--- config.mk ---
export PLATFORM = sky130hd
export DESIGN_NAME = coin_acceptor
export DESIGN_NICKNAME = d
export VERILOG_FILES = /design/src/rtl/coin_pkg.sv /design/src/rtl/coin_sync.sv /design/src/rtl/coin_acceptor.sv
export SDC_FILE = /design/constraint.sdc
export NUM_CORES = 1
export LEC_CHECK = 0
export BUFFER_PORTS_ARGS = -buffer_cell sky130_fd_sc_hd__buf_2
export CAP_MARGIN = 20
export CORE_MARGIN = 2
export CORE_UTILIZATION = 35
export DETAILED_ROUTE_END_ITERATION = 8
export PLACE_DENSITY = 0.52
export RECOVER_POWER = 100
export SLEW_MARGIN = 20
export SYNTH_ARGS = -nofsm -noshare
export SYNTH_HDL_FRONTEND = slang
export SYNTH_SLANG_ARGS = --single-unit
--- constraint.sdc ---
create_clock -name i_clk -period 1.6 [get_ports i_clk]
set_input_delay 0.08 -clock i_clk [delete_from_list [all_inputs] [get_ports i_clk]]
set_output_delay 0.08 -clock i_clk [all_outputs]
set_load 0.02 [all_outputs]
--- src/rtl/coin_pkg.sv ---
// Shared definitions for the coin acceptor front-end and the vending_machine bench.
package coin_pkg;

  typedef enum logic [2:0] {
    ST_IDLE,
    ST_QUAL,
    ST_FIRE,
    ST_REJ,
    ST_WAIT_REL,
    ST_LOCKOUT
  } state_t;

  localparam logic COIN_5  = 1'b0;
  localparam logic COIN_10 = 1'b1;

  function automatic int unsigned max_u(input int unsigned a, input int unsigned b);
    return (a > b) ? a : b;
  endfunction

endpackage

--- src/rtl/coin_sync.sv ---
// Multi-flop synchroniser for one asynchronous slot sensor line.
module coin_sync #(
  parameter int unsigned SYNC_STAGES = 2
) (
  input  logic i_clk,
  input  logic i_rst,
  input  logic i_d,
  output logic o_q
);

  logic [SYNC_STAGES-1:0] r_chain;

  always_ff @(posedge i_clk) begin
    if (i_rst) r_chain <= '0;
    else       r_chain <= {r_chain[SYNC_STAGES-2:0], i_d};
  end

  assign o_q = r_chain[SYNC_STAGES-1];

endmodule

--- src/rtl/coin_acceptor.sv ---
// Coin slot front-end: synchronise, debounce, one coin at a time, emit clean
// one-cycle c5/c10/reject pulses.
module coin_acceptor
  import coin_pkg::*;
#(
  parameter int unsigned SYNC_STAGES     = 2,
  parameter int unsigned DEBOUNCE_CYCLES = 4,
  parameter int unsigned LOCKOUT_CYCLES  = 2
) (
  input  logic i_clk,
  input  logic i_rst,
  input  logic i_raw_c5,
  input  logic i_raw_c10,
  input  logic i_accept_en,
  output logic o_c5,
  output logic o_c10,
  output logic o_reject,
  output logic o_busy
);

  localparam int unsigned CNT_W = $clog2(max_u(DEBOUNCE_CYCLES, LOCKOUT_CYCLES) + 1);
  localparam logic [CNT_W-1:0] DEB_LAST  = CNT_W'(DEBOUNCE_CYCLES - 1);
  localparam logic [CNT_W-1:0] LOCK_LAST = CNT_W'(LOCKOUT_CYCLES - 1);
  localparam logic [CNT_W-1:0] CNT_ONE   = CNT_W'(1);

  logic w_s5;
  logic w_s10;

  coin_sync #(.SYNC_STAGES(SYNC_STAGES)) u_sync_c5 (
    .i_clk (i_clk),
    .i_rst (i_rst),
    .i_d   (i_raw_c5),
    .o_q   (w_s5)
  );

  coin_sync #(.SYNC_STAGES(SYNC_STAGES)) u_sync_c10 (
    .i_clk (i_clk),
    .i_rst (i_rst),
    .i_d   (i_raw_c10),
    .o_q   (w_s10)
  );

  state_t           r_state;
  state_t           w_state_nxt;
  logic [CNT_W-1:0] r_cnt;
  logic [CNT_W-1:0] w_cnt_nxt;
  logic             r_coin;
  logic             w_coin_nxt;
  logic             w_lat_line;
  logic             w_oth_line;

  logic r_c5;
  logic r_c10;
  logic r_reject;
  logic r_busy;

  always_comb begin
    w_state_nxt = r_state;
    w_cnt_nxt   = r_cnt;
    w_coin_nxt  = r_coin;
    w_lat_line  = (r_coin == COIN_10) ? w_s10 : w_s5;
    w_oth_line  = (r_coin == COIN_10) ? w_s5  : w_s10;

    case (r_state)
      ST_IDLE: begin
        if (w_s5 ^ w_s10) begin
          w_state_nxt = ST_QUAL;
          w_coin_nxt  = w_s10 ? COIN_10 : COIN_5;
          w_cnt_nxt   = CNT_ONE;
        end else if (w_s5 && w_s10) begin
          w_state_nxt = ST_REJ;
        end
      end

      ST_QUAL: begin
        if (!w_lat_line) begin
          w_state_nxt = ST_IDLE;
          w_cnt_nxt   = '0;
        end else if (w_oth_line) begin
          w_state_nxt = ST_REJ;
        end else if (r_cnt == DEB_LAST) begin
          // accept_en matters only here; FIRE/REJ ignore later changes.
          w_state_nxt = i_accept_en ? ST_FIRE : ST_REJ;
        end else begin
          w_cnt_nxt = r_cnt + CNT_ONE;
        end
      end

      ST_FIRE, ST_REJ: begin
        w_state_nxt = ST_WAIT_REL;
        w_cnt_nxt   = '0;
      end

      ST_WAIT_REL: begin
        if (w_s5 || w_s10) begin
          w_cnt_nxt = '0;
        end else if (r_cnt == DEB_LAST) begin
          w_cnt_nxt   = '0;
          w_state_nxt = (LOCKOUT_CYCLES == 0) ? ST_IDLE : ST_LOCKOUT;
        end else begin
          w_cnt_nxt = r_cnt + CNT_ONE;
        end
      end

      ST_LOCKOUT: begin
        if (r_cnt == LOCK_LAST) begin
          w_state_nxt = ST_IDLE;
          w_cnt_nxt   = '0;
        end else begin
          w_cnt_nxt = r_cnt + CNT_ONE;
        end
      end

      default: begin
        w_state_nxt = ST_WAIT_REL;
        w_cnt_nxt   = '0;
      end
    endcase
  end

  always_ff @(posedge i_clk) begin
    if (i_rst) begin
      r_state <= ST_WAIT_REL;
      r_cnt   <= '0;
      r_coin  <= COIN_5;
    end else begin
      r_state <= w_state_nxt;
      r_cnt   <= w_cnt_nxt;
      r_coin  <= w_coin_nxt;
    end
  end

  // Outputs registered from the next state so each pulse coincides with FIRE/REJ.
  always_ff @(posedge i_clk) begin
    if (i_rst) begin
      r_c5     <= 1'b0;
      r_c10    <= 1'b0;
      r_reject <= 1'b0;
      r_busy   <= 1'b1;
    end else begin
      r_c5     <= (w_state_nxt == ST_FIRE) && (w_coin_nxt == COIN_5);
      r_c10    <= (w_state_nxt == ST_FIRE) && (w_coin_nxt == COIN_10);
      r_reject <= (w_state_nxt == ST_REJ);
      r_busy   <= (w_state_nxt != ST_IDLE);
    end
  end

  assign o_c5     = r_c5;
  assign o_c10    = r_c10;
  assign o_reject = r_reject;
  assign o_busy   = r_busy;

endmodule

### Word level (Yosys, flattened, before mapping)

Cells that the tools add are included.

* add/subtract/negate cells: 1
* equal/unequal tests: 10
* mux-type cells: 23
* bitwise operators: 2
* reductions and logical operators: 7

Operators with widths (number)
* 3-bit two-way mux: 15
* 3-bit case mux with 4 select lines: 2
* 3-bit by 2-bit equality test with 1-bit output (second input constant): 3
* 3-bit by 1-bit equality test with 1-bit output (second input constant): 2
* 3-bit equality test (second input constant): 2
* 1-bit two-way mux: 6
* 3-bit inequality test (second input constant): 2
* 3-bit by 1-bit adder with 3-bit output (second input constant): 1
* 1-bit logical AND: 3
* 3-bit logical NOT: 1
* 3-bit AND reduction: 1
* 3-bit nonzero test: 1
* 2-bit inequality test (second input constant): 1
* 1-bit logical OR: 1
* 1-bit inverter: 1
* 1-bit XOR: 1

* flip-flop bits (word level): 15
* bits of input ports: 5
* output and inout port bits: 4
* word-level logic and storage cells: 52

### Longest topological paths before layout

Gate-level depths: netlist (run 1).

* depth after elaboration: 7
* mapped depth: 6
* depth with buffers taken out: 6

### Cells and area by module

Synthesis (run 1) repeated with hierarchy kept, for this count alone.

* cell total of the unflattened synthesis: 85
* area, all modules: 799.5 um^2

By module, submodules not included
* coin_acceptor: instances 1, cells each 77, area each 694.4 um^2, seq. area each 220.2 um^2
* coin_sync: instances 2, cells each 4, area each 52.6 um^2, seq. area each 40.0 um^2

### Worst setup path after synthesis (run 1)

No wires, ideal clock.

* kind: flip-flop to flip-flop
* start point: register u_sync_c5.r_chain[1]
* end point: register r_cnt[2]
* library setup time: 0.059 ns
* arrival: 1.635 ns
* data required time: 1.541 ns
* setup slack: -0.094 ns
* stages on the path, launching flop included: 7
* buffers on the path: 0
* clock period less this slack: 1.694 ns
* cells stage by stage: dfxtp_1 -> inv_1 -> ha_1 -> and2b_1 -> or4_1 -> a21oi_2 -> a221o_1

* cells in the longest elaborated chain, start to end: 3
* elaborated cells on any way between the ends: 11
* those cells by class: eq/ne (3); mux (5); bitwise (1); reduce/logical (2)

Ends and longest elaborated chain
* start, declared: RTL line coin_sync.sv:11 `logic [SYNC_STAGES-1:0] r_chain;`
* start signal, assigned: RTL line coin_sync.sv:15 `else r_chain <= {r_chain[SYNC_STAGES-2:0], i_d};`
* 1-bit two-way mux (tied with other cells): RTL line coin_acceptor.sv:61 `w_lat_line = (r_coin == COIN_10) ? w_s10 : w_s5;`
* 3-bit two-way mux (tied with other cells): RTL line coin_acceptor.sv:76 `if (!w_lat_line) begin`
* 3-bit case mux with 4 select lines or 3-bit AND reduction (tied branches)
* end signal, assigned: RTL line coin_acceptor.sv:128 `r_cnt <= w_cnt_nxt;`
* end, declared: RTL line coin_acceptor.sv:45 `logic [CNT_W-1:0] r_cnt;`

Several ways; a longest one is shown, not always the timed one.
A chain may end at the register's enable or synchronous reset.

### Final worst setup path (run 1)

Ends and elaborated chain as after synthesis.

==> results.toml, run 1 <==
[setup_path]
cp-end-kind = "flop"
slowest_stage = "or4_4"
cp.required_ns = 1.83
crit_arrival_ns = 1.83
start_kind = "flop"
max_stage_delay_ns = 0.43
path_cells = "inv_2 > ha_4 > and2b_1 > or4_4 > a21oi_4 > a221o_1"
reg2reg_depth = 6
cp_max_fo = 3
r2r_setup_slack_ns = 0.004
crit_type = "flop to flop"

[sta]
post-route-period-util = 0.998
finalHoldViolCount = 0
hold_ws_ns = 0.138
fin_setup_tns_ns = 0
skew_ns = 0.00126
max_freq_ghz = 0.627
rsz0062_at_grt = "true"
worst_slew_pin_slew_ns = 0.314
min_period_ns = 1.60
slew_violations = 0
slew_headroom = 0.789
setup_viol = 0

[final_layout]
drive_above_1_share = 0.402
antennaDiodeCount = 0
nNetsFinal = 121
postLayoutCellArea_um2 = 1120
syn2layout_area_growth_pct = 36.4

[global_route]
grt-ovfl-total = 0
antenna_found_initial = 0
grt_pass1_vias = 624
met1_usage = 0.201
busiest_layer = "met2"
grt_use_total = 0.143
grt_util_met3 = 0.0343
grt_pass1_wl_mm = 2.88
met2_usage = 0.213
grt_max_degree = 14

[hold_path]
hp-class = "input port to flop"
min_path_cells = 2

[clock_tree]
clock-root-buffer = "clkbuf_4"
clkTransAtPathRegs_ns = 0.10
clkLatencyLatePin_ns = 0.28
cts_buffers = 3
htreeDepth = 1
tritoncts = "built"
clockBufferDepth = 2
clock-sinks = 15

[power]
p_per_area_nw_per_um2 = 680
vdd_ir_drop_max_uv = 396
p_leak_nw = 0.446

[floorplan]
ios = 9
fp.dieArea_um2 = 2750
core-area_um2 = 2210
row_count = 17
die_y_um = 52.4
initial_core_util = 0.371
die_w_um = 52.4

[drt]
drc = 0
vias_per_cell = 5.10
avgRoutedWirePerCell_um = 13.0
vias = 688
wl_mm = 1.76
ant_nets = 0
drt_iter0_markers = 15
first_pass_iters = 4

[synthesis]
async_reset_ff_frac = 0
synth_cell_types = 38
synth_edf_count = 0
syn_nets = 97
synth_ff_type = "dfxtp_1"
netlist_area_um2 = 821
syn_inst = 84
synth-seq-cells = 15
ys_seq_area_frac = 0.366
synth.avg_cell_area_um2 = 9.77
yosys_warnings = 0

[placement]
numPortBuffers = 8
place_congestion = 0.761
dpl.hpwl_mm = 1.23
dpl-instance-area_um2 = 963

[run]
cap_violations = 0

[run_status]
outcome = "completed"
routing by layer:
metal  vias to the layer above  share of wire
li1                        341              -
met1                       324           0.47
met2                        21           0.46
met3                         2          0.061
met4                         0         0.0051
met5                         -              0
final timing paths:
check	from	to
worst min-delay path	i_rst	r_state[1]
worst min register to register	u_sync_c10.r_chain[0]	u_sync_c10.r_chain[1]
worst max register to register	u_sync_c5.r_chain[1]	r_cnt[2]
worst max-delay path	u_sync_c5.r_chain[1]	r_cnt[2]
critical path: cells and delay by family, from the launching register on:
| family | cells | cell delay, ns |
|---|---|---|
| flops | 1 | 0.36 |
| simple gates | 2 | 0.60 |
| fa+ha+maj | 1 | 0.23 |
| compound gates | 2 | 0.32 |
| buf+inv | 1 | 0.05 |
metrics by stage:
| stage | worst slack, ns | util | power, W | cells |
|---|---|---|---|---|
| finish | 0.00394 | 0.506 | 0.000761 | 135 |
| global route | -0.105 | 0.506 | 0.000798 | 135 |
| CTS | -0.0225 | 0.484 | 0.000743 | 135 |
| detailed placement | -0.0361 | 0.436 | 0.000503 | 127 |
| global placement | -0.0167 | 0.436 | 0.000502 | 127 |
| floorplan | 0.0286 | - | 0.000468 | 84 |
layout make-up:
class / count / area [um^2]
Fill cell: 205 / 1090
Multi-Input combinational cell: 60 / 579
Sequential cell: 15 / 307
Timing Repair Buffer: 21 / 145
Tap cell: 28 / 35.0
Inverter: 7 / 26.3
Clock buffer: 3 / 22.5
Clock inverter: 1 / 5.00
cell usage in the layout, fill, tap and decap left out, types with 3 or more instances in the layout:
master / count
clkbuf_4: 3
nor2_1: 7
nor2b_1: 5
clkbuf_1: 4
inv_1: 6
ha_1: 4
buf_2: 4
nand2_1: 4
buf_4: 9
dfxtp_2: 5
ha_4: 3
dfxtp_1: 10
sequential cells by signal, indices dropped and copies added (netlist names):
name                count
o_busy                  1
o_c10                   1
o_c5                    1
o_reject                1
r_cnt                   3
r_coin                  1
r_state                 3
u_sync_c10.r_chain      2
u_sync_c5.r_chain       2
power breakdown:
part | internal, W | total (W) | switching, W
Sequential | 0.000389 | 0.000398 | 0.00000978
Combinational | 0.0000737 | 0.000142 | 0.0000678
Clock | 0.0000927 | 0.000221 | 0.000129
cell usage after synthesis (all sizes together) (2+ instances only):
cell type | count | share of area
o21ai | 2 | 0.012
nand3 | 2 | 0.012
and3b | 2 | 0.021
buf | 2 | 0.018
inv | 7 | 0.032
nor2b | 6 | 0.046
nand2 | 4 | 0.018
mux2i | 2 | 0.024
nor3 | 2 | 0.018
a21oi | 2 | 0.017
dfxtp | 15 | 0.37
ha | 8 | 0.12
a32oi | 2 | 0.030
nor2 | 7 | 0.032
a2111oi | 2 | 0.023
a211o | 2 | 0.021
kinds of logic (layout without fill, tap and decap cells):
kind of cell               Yosys count  in the layout  synth area share
buffers and inverters                9             32            0.0503
DFF                                 15             15             0.366
and+or+nand+nor                     33             33             0.253
adders and majority gates            8              8             0.122
AOI/OAI and AO/OA                   16             16             0.166
muxes                                3              3            0.0427
repair_timing:
item,in CTS,in global routing
endpoints found under the setup margin,6,9
gates cloned,0,0
pin swaps,5,3
resized for setup,10,13
hold buffers,2,0
buffers inserted,2,1
hold endpoints to repair,2,0
Power figures use the tool's default switching activity.
==> run 2, diff against run 1 <==
Settings changed: CTS_CLUSTER_DIAMETER set to 150, SETUP_SLACK_MARGIN set to 0.3.
==> results.toml, run 2 (same netlist as run 1, synthesis figures left out) <==
[final_layout]
final_common_cell = "dfxtp_1"
n_fill_cell = 225
drive_above_1_share = 0.440
syn2layout_area_growth_pct = 29.0
final_util = 0.479
nNetsFinal = 114
final_cell_mix = "8 x dfxtp_1, 7 x dfxtp_2, 6 x nor2_1"
final_cells = 128
antennaDiodeCount = 0
largestRegisters = "r_cnt (3), r_state (3)"

[placement]
numPortBuffers = 8
dp.cells = 122
dp_slack_ns = 0.0114
place_congestion = 0.775
dpl.hpwl_mm = 1.23

[clock_tree]
clockBufferDepth = 2
clkLatencyLatePin_ns = 0.29
tritoncts = "built"
cts_buffers = 3
clock-root-buffer = "clkbuf_4"
clkTransAtPathRegs_ns = 0.10
htreeDepth = 1
clock-sinks = 15

[drt]
drt_iter0_markers = 9
ant_nets = 0
wl_mm = 1.67
avgRoutedWirePerCell_um = 13.0
vias_per_cell = 4.86
drc = 0
vias = 622
first_pass_iters = 4

[global_route]
grt-ovfl-total = 0
grt_max_degree = 14
grt_use_total = 0.139
grt_pass1_vias = 598
antenna_found_initial = 0
grt_pass1_wl_mm = 2.73

[setup_path]
cp-end-kind = "flop"
cp_max_fo = 3
slowest_stage = "or4_4"
path_buf_inv = 1
max_stage_delay_ns = 0.43
cp_top_family = "simple AND/OR/NAND/NOR gates"
crit_arrival_ns = 1.80
path_cells = "inv_2 > ha_4 > and2b_1 > or4_4 > a21oi_4 > a221o_1"
start_kind = "flop"
cp.required_ns = 1.83
crit_type = "flop to flop"

[sta]
min_period_ns = 1.56
worst_slew_pin_slew_ns = 0.334
fin_setup_tns_ns = 0
finalHoldViolCount = 0
setup_viol = 0
skew_ns = 0.00557
max_freq_ghz = 0.641
timing.final.ws_setup_ns = 0.0391
rsz0062_at_grt = "true"
post-route-period-util = 0.976
slew_violations = 0
slew_headroom = 0.777

[power]
seqPwrFrac = 0.552
vdd_ir_drop_max_uv = 463
combPwrFrac = 0.147
p_int_w = 0.000534
p_per_area_nw_per_um2 = 691
clkPwrFrac = 0.301
total_power_w = 0.000732
p_switching_w = 0.000197
p_sw_frac = 0.270
p_leak_nw = 0.415

[floorplan]
row_count = 17
core-area_um2 = 2210
ios = 9
initial_core_util = 0.371
die_w_um = 52.4
fp.dieArea_um2 = 2750
die_y_um = 52.4

[run]
cap_violations = 0

[run_status]
outcome = "completed"

[hold_path]
hp-class = "input port to flop"
[run 2: per-stage QoR]
| step | hold slack, ns | area (um^2) |
|---|---|---|
| 4_1_cts | 0.00367 | 1040 |
| 2_1_floorplan | 0.208 | 897 |
| 5_1_grt | -0.00161 | 1060 |
| 6_report | 0.00772 | 1060 |
| 3_5_place_dp | 0.296 | 987 |
| 3_3_place_gp | 0.299 | 987 |
[run 2: power groups by stage]
stage	clock network (W)	logic (W)	registers [W]
after floorplan	0	0.0000734	0.000410
after global placement	0	0.0000995	0.000412
after detailed placement	0	0.0000988	0.000412
after CTS	0.000228	0.000104	0.000403
after global routing	0.000244	0.000122	0.000406
final	0.000220	0.000108	0.000404
[run 2: worst reg2reg max path: cells and delay by family, from the launching register on]
family / cells / cell delay (ns)
buf+inv: 1 / 0.04
fa+ha+maj: 1 / 0.22
compound gates: 2 / 0.31
flops: 1 / 0.34
simple gates: 2 / 0.60
[run 2: timing repair]
item	CTS	global route
pin swaps	1	0
gates resized for setup	4	10
buffers inserted	0	1
hold buffers	1	0
endpoints found under the setup margin	10	10
hold endpoints to repair	1	0
[run 2: layer usage]
metal	part of all wire	global-route usage	vias to the layer above	wire [um]
li1	-	-	331	-
met4	0.016	0.0769	0	26
met3	0.029	0.0343	2	49
met1	0.49	0.187	278	811
met2	0.47	0.200	11	780
met5	0	0	-	0
[run 2: area by class of cell]
class	instances	area (um^2)	share of cell area
clock buffers	3	22.5	0.0213
repair buffers	14	82.6	0.0780
flip-flops and latches	15	309	0.292
clock inverters	1	5.00	0.00473
well taps	28	35.0	0.0331
inverters	7	26.3	0.0248
multi-input cells	60	578	0.546
[run 2: worst paths after layout]
kind / depth (start not counted) / slack [ns] / end / startpoint
setup reg to reg: 6 / 0.04 / r_cnt[2] / u_sync_c5.r_chain[1]
setup / recovery: 6 / 0.04 / r_cnt[2] / u_sync_c5.r_chain[1]
hold / removal: 2 / 0.008 / u_sync_c5.r_chain[0] / i_raw_c5
hold reg to reg: 1 / 0.44 / u_sync_c5.r_chain[1] / u_sync_c5.r_chain[0]
